===== src/rtl/adder_pipe_act.sv =====
// Unsigned N-bit adder with a segmented carry pipeline, valid/ready
// handshake, wrap/saturate output and an input toggle counter.
module adder_pipe_act #(
   parameter int N      = 32,
   parameter int STAGES = 4,
   parameter int SAT    = 0,
   parameter int CW     = 32
) (
   input  logic          clk,
   input  logic          rst_n,
   input  logic          in_valid,
   output logic          in_ready,
   input  logic [N-1:0]  in_a,
   input  logic [N-1:0]  in_b,
   output logic          out_valid,
   input  logic          out_ready,
   output logic [N-1:0]  out_sum,
   output logic          out_cout,
   input  logic          act_clr,
   output logic [CW-1:0] act_cnt
);

   localparam int SEG = N / STAGES;
   localparam int TW  = $clog2(2 * N + 1);

   if (N % STAGES != 0) begin : g_bad_n
      $error("adder_pipe_act: N must be a multiple of STAGES");
   end
   if (STAGES < 1 || STAGES > 8) begin : g_bad_st
      $error("adder_pipe_act: STAGES must be 1..8");
   end

   logic          adv;
   logic          xfer;
   logic          vld_q;
   logic          cout_q;
   logic [N-1:0]  sum_q;
   logic [N-1:0]  prev_a;
   logic [N-1:0]  prev_b;
   logic [CW-1:0] act_q;
   logic [TW-1:0] tog;
   logic [CW:0]   acc;

   assign adv      = !vld_q || out_ready;
   assign in_ready = adv;
   assign xfer     = in_valid && adv;

   // Stage k sees full operands plus the partial sum of segments below k.
   for (genvar k = 0; k < STAGES; k++) begin : g_st
      localparam int LO = k * SEG;
      localparam logic [N-1:0] M = ({N{1'b1}} >> (N - SEG)) << LO;
      localparam logic [N:0]   CB = (N + 1)'(1) << (LO + SEG);

      logic [N-1:0] ia;
      logic [N-1:0] ib;
      logic [N-1:0] is;
      logic         ic;
      logic         iv;
      logic [N:0]   t;
      logic [N-1:0] ns;
      logic         nc;

      assign t  = {1'b0, ia & M} + {1'b0, ib & M}
                + ((N + 1)'(ic) << LO);
      assign ns = is | (t[N-1:0] & M);
      assign nc = |(t & CB);

      if (k == 0) begin : g_in
         assign ia = in_a;
         assign ib = in_b;
         assign is = '0;
         assign ic = 1'b0;
         assign iv = in_valid;
      end else begin : g_reg
         always_ff @(posedge clk or negedge rst_n) begin
            if (!rst_n) begin
               ia <= '0;
               ib <= '0;
               is <= '0;
               ic <= 1'b0;
               iv <= 1'b0;
            end else if (adv) begin
               ia <= g_st[k-1].ia;
               ib <= g_st[k-1].ib;
               is <= g_st[k-1].ns;
               ic <= g_st[k-1].nc;
               iv <= g_st[k-1].iv;
            end
         end
      end
   end

   always_ff @(posedge clk or negedge rst_n) begin
      if (!rst_n) begin
         vld_q  <= 1'b0;
         sum_q  <= '0;
         cout_q <= 1'b0;
      end else if (adv) begin
         vld_q  <= g_st[STAGES-1].iv;
         cout_q <= g_st[STAGES-1].nc;
         sum_q  <= ((SAT != 0) && g_st[STAGES-1].nc) ?
                   {N{1'b1}} : g_st[STAGES-1].ns;
      end
   end

   assign out_valid = vld_q;
   assign out_sum   = sum_q;
   assign out_cout  = cout_q;

   // A clear coinciding with a transfer restarts from this transfer's toggles.
   always_comb begin
      tog = TW'($countones(in_a ^ prev_a))
          + TW'($countones(in_b ^ prev_b));
      acc = {1'b0, act_clr ? {CW{1'b0}} : act_q} + (CW + 1)'(tog);
   end

   always_ff @(posedge clk or negedge rst_n) begin
      if (!rst_n) begin
         prev_a <= '0;
         prev_b <= '0;
         act_q  <= '0;
      end else if (xfer) begin
         prev_a <= in_a;
         prev_b <= in_b;
         act_q  <= acc[CW] ? {CW{1'b1}} : acc[CW-1:0];
      end else if (act_clr) begin
         act_q  <= '0;
      end
   end

   assign act_cnt = act_q;

endmodule

===== config.mk =====
export PLATFORM = sky130hd
export DESIGN_NAME = adder_pipe_act
export DESIGN_NICKNAME = d
export VERILOG_FILES = /design/src/rtl/adder_pipe_act.sv
export SDC_FILE = /design/constraint.sdc
export NUM_CORES = 1
export LEC_CHECK = 0
export CORE_MARGIN = 3
export CORE_UTILIZATION = 50
export DETAILED_ROUTE_END_ITERATION = 8
export GPL_TIMING_DRIVEN = 1
export PLACE_DENSITY = 0.71
export SYNTH_ARGS = -nofsm -noshare
export SYNTH_HDL_FRONTEND = slang
export SYNTH_SLANG_ARGS = --single-unit

===== constraint.sdc =====
create_clock -name clk -period 11 [get_ports clk]
set_input_delay 1.1 -clock clk [delete_from_list [all_inputs] [get_ports clk]]
set_output_delay 1.1 -clock clk [all_outputs]
set_load 0.02 [all_outputs]

==> results_dict.tcl, run 1 <==
set metrics [dict create \
    status "completed" \
    hp-class "reg2reg" \
    finalHoldViolCount 0 \
    skew_ns 0.02723 \
    io_buffers 135 \
    drive_gt1_share_pct 8.669 \
    max_freq_mhz 99.88 \
    drt-total-wl_um 30990 \
    ant_nets 0 \
    synthDistinctLibCells 45 \
    drc_errors 0 \
    synth_area_leaders "dfrtp_1, nand2_1, fa_1, ha_1, mux2_2" \
    start_util_pct 51.17 \
    root_buffer "clkbuf_16" \
    netlist_area_um2 14810 \
    dr.first_iter.drc_count 590 \
    multi_input_area_um2 7287 \
    rsz0062_at_grt "false" \
    finalCriticalPeriod_ns 10.01 \
    path_class "in2reg" \
    core_area_um2 28940 \
    yosys.area.top_type "dfrtp_1" \
    worst_path_largest_cell_delay_ns 0.63 \
    yosys_warnings 0 \
    synth_async_sr_flop_share_pct 100.0 \
    grt_max_degree 97 \
    synthToLayoutAreaGrowth_pct 18.79 \
    cts_setup_buffers 0 \
    relSlewSlack_pct 27.30 \
    die_w_um 178.1 \
    fin_setup_tns_ns 0 \
    dr.pass1.iters 5 \
    wire_per_inst_um 15.50 \
    ys_ff_latch 280 \
    worstMarginPinSlew_ns 1.090 \
    fin_crit_sh_pct 91.02 \
    required_ns 11.44 \
    cts_resized 0 \
    dieArea_um2 31710 \
    fillers 2418 \
    crit_path_end_kind "flop" \
    synth.most_common_cell "nand2_1" \
    slowest_stage "or4_4" \
    synth_edf_count 0 \
    ys_seq_area_share_pct 47.33 \
    cts.clk_slew.worst_paths_ns 0.06 \
    gp_congestion 0.8477 \
    antenna_found_initial 2 \
    clk_latency_ns 0.56 \
    hold_slack_ns 0.4630 \
    cts_hold_buf 0 \
    grt_pass1_vias 10480 \
    grt_pass1_wl_um 52830 \
    final-seq-area_um2 7007 \
    critPathArrivalTime_ns 10.45 \
    syn-num-nets 1687 \
    clockBufferDepth 3 \
    io_pins 136 \
    min_from "out_sum[23]" \
    grt_use_total_pct 20.63 \
    dpl.hpwl_um 22110 \
    die_y_um 178.1 \
    drv_cap 0 \
    synth_flop_cell "dfrtp_1" \
    slew_violations 0 \
    avgViaCountPerCell 5.028 \
    synth_top_area_share_pct 47.33 \
    avgSynthCellArea_um2 10.05 \
    vias 10060 \
    h-tree-depth 1 \
    grt_overflow 0 \
    clock_sinks 280 \
    synth_cells 1473 \
    layout.nets 1805 \
    worstReg2RegStart "prev_a[17]" \
    crit_path_start_kind "input port" \
    netlist_top_cells_count "nand2_1, dfrtp_1, ha_1" \
    cp_max_fo 31 \
    cp-startpoint "in_a[0]" \
    path_common_cell "fa_1" \
    cts_buffers 30 \
    setup_viol 0 \
    cts_tree "built" \
    rows 62 \
]
[cell type report]
type                    count  area share, %
multi-input cells        1061          41.43
inverters                  75          1.629
well taps                 384          2.732
repair buffers            143          8.053
diodes                      1        0.01423
flip-flops and latches    280          39.84
clock inverters            19          1.537
clock buffers              37          4.760
[worst max-delay path: cells and delay by family]
| family | cells | cell delay, ns |
|---|---|---|
| buffers and inverters | 6 | 0.74 |
| AOI/OAI and AO/OA | 8 | 1.33 |
| adders and majority gates | 12 | 5.69 |
| xor gates and xnor gates | 3 | 0.48 |
| and+or+nand+nor | 3 | 1.11 |
[cell families after synthesis]
| logic type | count (synthesis) | synth area share (%) |
|---|---|---|
| AND/OR/NAND/NOR | 596 | 16.41 |
| XOR/XNOR | 120 | 7.099 |
| multiplexers | 65 | 4.927 |
| AO/OA/AOI/OAI | 135 | 5.434 |
| adder cells (fa/ha/maj) | 145 | 15.25 |
| flip-flops | 280 | 47.33 |
| buffers and inverters | 132 | 3.558 |
[per-layer routing]
| metal | global-route usage (%) | share of wire [%] | up-vias |
|---|---|---|---|
| li1 | - | - | 4974 |
| met1 | 28.22 | 45 | 4866 |
| met2 | 34.56 | 49 | 169 |
| met3 | 3.299 | 4.5 | 45 |
| met4 | 5.236 | 1.9 | 2 |
| met5 | 0 | 0.042 | - |
[registers in the layout, indices dropped and copies added, names as in the netlist]
signal     cells
g_st.ia       48
g_st.is       48
out_valid      1
g_st.ic        3
g_st.iv        3
out_sum       32
out_cout       1
act_cnt       32
prev_b        32
prev_a        32
g_st.ib       48
[cells in the final DEF, fill, tap and decap left out, types with 3 or more instances in the layout]
cell type,instances
nand3b_1,4
ha_1,86
a21o_1,13
and3_1,5
mux2_2,63
nor2b_1,18
a31oi_1,6
o21ai_0,46
fa_1,59
clkdlybuf4s50_1,134
bufinv_16,6
dfrtp_1,280
inv_6,3
a21oi_1,41
nand4_1,7
a211oi_1,3
clkbuf_16,30
o21bai_1,10
nor2_1,31
nor3_1,12
nand3_1,13
xor2_1,75
clkinv_2,8
o211ai_1,5
clkbuf_8,6
nand2b_1,6
xnor2_1,45
o21a_1,4
inv_1,74
buf_4,8
nand2_1,487
[through the flow]
step / cells / worst slack, ns / utilization, % / area [µm²]
5_1_grt: 2000 / 0.3850 / 60.78 / 17590
3_3_place_gp: 1943 / 0.5176 / 56.94 / 16480
2_1_floorplan: 1473 / 1.480 / - / 14810
3_5_place_dp: 1943 / 0.3867 / 56.94 / 16480
4_1_cts: 1999 / 0.9385 / 60.77 / 17580
6_report: 2000 / 0.9882 / 60.78 / 17590
[final timing paths]
check	to	slack [ns]	cells past startpoint
setup / recovery	act_cnt[2]	0.99	32
hold / removal	out_sum[23]	0.46	2
setup reg to reg	act_cnt[2]	1.59	32
hold reg to reg	out_sum[23]	0.46	2
max in group asynchronous	act_cnt[9]	8.99	2
min in group asynchronous	g_st[3].is[1]	0.57	1
Power of run 1 is not shown: default switching activity piles up to over one toggle a cycle in this logic, so the estimate is an artifact.
==> inputs of run 2 (changes only) <==
PLACE_DENSITY = 0.74   (was 0.71)
SETUP_SLACK_MARGIN = 0.4   (was default)
TNS_END_PERCENT = 1   (was default)
clock period = 9.05 ns   (was 11 ns; I/O delays follow)
==> run 2 against run 1 <==
- via count is 3.3% higher
- critical path depth is the same
- count of clock-buffer cells in the layout rose by 3
- global-route usage barely moved
- flip-flop and latch count unchanged
- utilization up 1.6 points
- register-to-register slack worse by 1.5 ns
- setup slack worse by 0.90 ns
- cell area up 2.6%
- critical endpoint unchanged
- largest cell class unchanged
==> results_dict.tcl, run 2 (same netlist as run 1, synthesis figures left out) <==
set metrics [dict create \
    routedLengthMet1_um 14050 \
    utilization_pct 62.35 \
    wire_per_inst_um 15.53 \
    pre_cts_ws_ns -0.9627 \
    top_layer "met5" \
    core_area_um2 28940 \
    fillers 2332 \
    dpl.hpwl_um 22160 \
    grt_overflow 0 \
    clockBufferDepth 3 \
    placed_cells 1988 \
    design_area_um2 18040 \
    drv_cap 0 \
    wl_met3_um 1446 \
    synthToLayoutAreaGrowth_pct 21.85 \
    path_class "in2reg" \
    io_buffers 135 \
    max_freq_mhz 111.6 \
    postLayoutSetupSlackWorst_ns 0.08584 \
    cp-startpoint "in_a[23]" \
    finalHoldViolCount 0 \
    skew_ns 0.01438 \
    cts_tree "built" \
    setup_viol 0 \
    root_buffer "clkbuf_16" \
    die_w_um 178.1 \
    place_area_um2 16890 \
    instances_no_fill 2051 \
    slew_violations 0 \
    ant_nets 0 \
    avgViaCountPerCell 5.067 \
    vias 10390 \
    slowest_stage "or4_4" \
    relSlewSlack_pct 25.42 \
    gp_congestion 0.8215 \
    layout_commonest_cell "nand2_1" \
    worst_path_largest_cell_delay_ns 0.63 \
    cts_hold_buf 0 \
    antenna_found_initial 5 \
    path_common_cell "fa_1" \
    top_regs "g_st.ia: 48 flops, g_st.ib: 48 flops, g_st.is: 48 flops" \
    hp-class "in2async" \
    clk_latency_ns 0.54 \
    io_pins 136 \
    start_util_pct 51.17 \
    crit_path_end_kind "flop" \
    cts_buffers 29 \
    grt_pass1_vias 10720 \
    wl_met2_um 15390 \
    dr.first_iter.drc_count 608 \
    cp_max_fo 8 \
    drc_errors 0 \
    rows 62 \
    dr.pass1.iters 5 \
    dieArea_um2 31710 \
    drt-total-wl_um 31840 \
    drive_gt1_share_pct 13.93 \
    grt_use_total_pct 20.64 \
    fin_crit_sh_pct 99.05 \
    crit_path_start_kind "input port" \
    clock_sinks 280 \
    layout.cells.most_common_list "nand2_1, dfrtp_1, clkdlybuf4s50_1, ha_1" \
    worstReg2RegStart "prev_a[19]" \
    rsz0062_at_grt "true" \
    grt_max_degree 155 \
    critPathArrivalTime_ns 9.40 \
    status "completed" \
    cts.clk_slew.worst_paths_ns 0.07 \
    layout.nets 1858 \
    r2r_cells 32 \
    required_ns 9.48 \
    h-tree-depth 1 \
    grt_pass1_wl_um 52930 \
    worstMarginPinSlew_ns 1.119 \
    finalCriticalPeriod_ns 8.964 \
    die_y_um 178.1 \
]
## run 2: cell count changes in the layout (fill, tap and decap cells not counted), sizes merged
cell and change:
buf +65, clkdlybuf4s50 -15, clkinv -5, clkbuf +3, or4 +3, bufinv -2, clkinvlp +2, inv -2
clkdlybuf4s15 +1, diode +1
## run 2: critical path, delay by kind of cell
| kind | cells | cell delay [ns] |
|---|---|---|
| AO/OA/AOI/OAI | 7 | 0.95 |
| XOR/XNOR | 3 | 0.40 |
| adder cells (fa/ha/maj) | 13 | 5.70 |
| buffers and inverters | 6 | 0.39 |
| AND/OR/NAND/NOR | 3 | 1.03 |
## run 2: path summary, 6_finish.rpt
| path | end | slack (ns) |
|---|---|---|
| max | act_cnt[2] | 0.09 |
| min | out_sum[3] | 0.41 |
| max reg2reg | act_cnt[2] | 0.13 |
| min reg2reg | out_sum[5] | 0.46 |
| max in group asynchronous | act_cnt[7] | 7.25 |
| min in group clk | out_sum[5] | 0.46 |
## run 2: timing repair
item                                    4_1_cts  5_1_grt
gates cloned                                  2        1
buffers inserted                              3        3
endpoints found under the setup margin       32       32
pin swaps                                    37       27
resized for setup                            82       10
## run 2: routing by layer
layer | GRT usage [%] | up-vias
met4 | 6.446 | 8
li1 | - | 5091
met5 | 0 | -
met3 | 3.704 | 61
met1 | 27.63 | 5018
met2 | 34.39 | 214
## run 2: final cells by class
cell class	instances	area, µm²	area share (%)
Antenna cell	2	5.005	0.02774
Clock buffer	40	847.1	4.695
Clock inverter	12	175.2	0.9709
Inverter	75	286.5	1.588
Multi-Input combinational cell	1064	7471	41.41
Sequential cell	280	7007	38.84
Tap cell	384	480.5	2.663
Timing Repair Buffer	194	1769	9.806
## run 2: through the flow
stage               setup TNS, ns  hold slack [ns]
global placement           -26.37           0.4403
floorplan                 -0.8834           0.4300
global route               -5.866           0.4831
CTS                        -1.435           0.4689
finish                          0           0.4073
detailed placement         -29.36           0.4552
Power of run 2 is left out for the same reason.
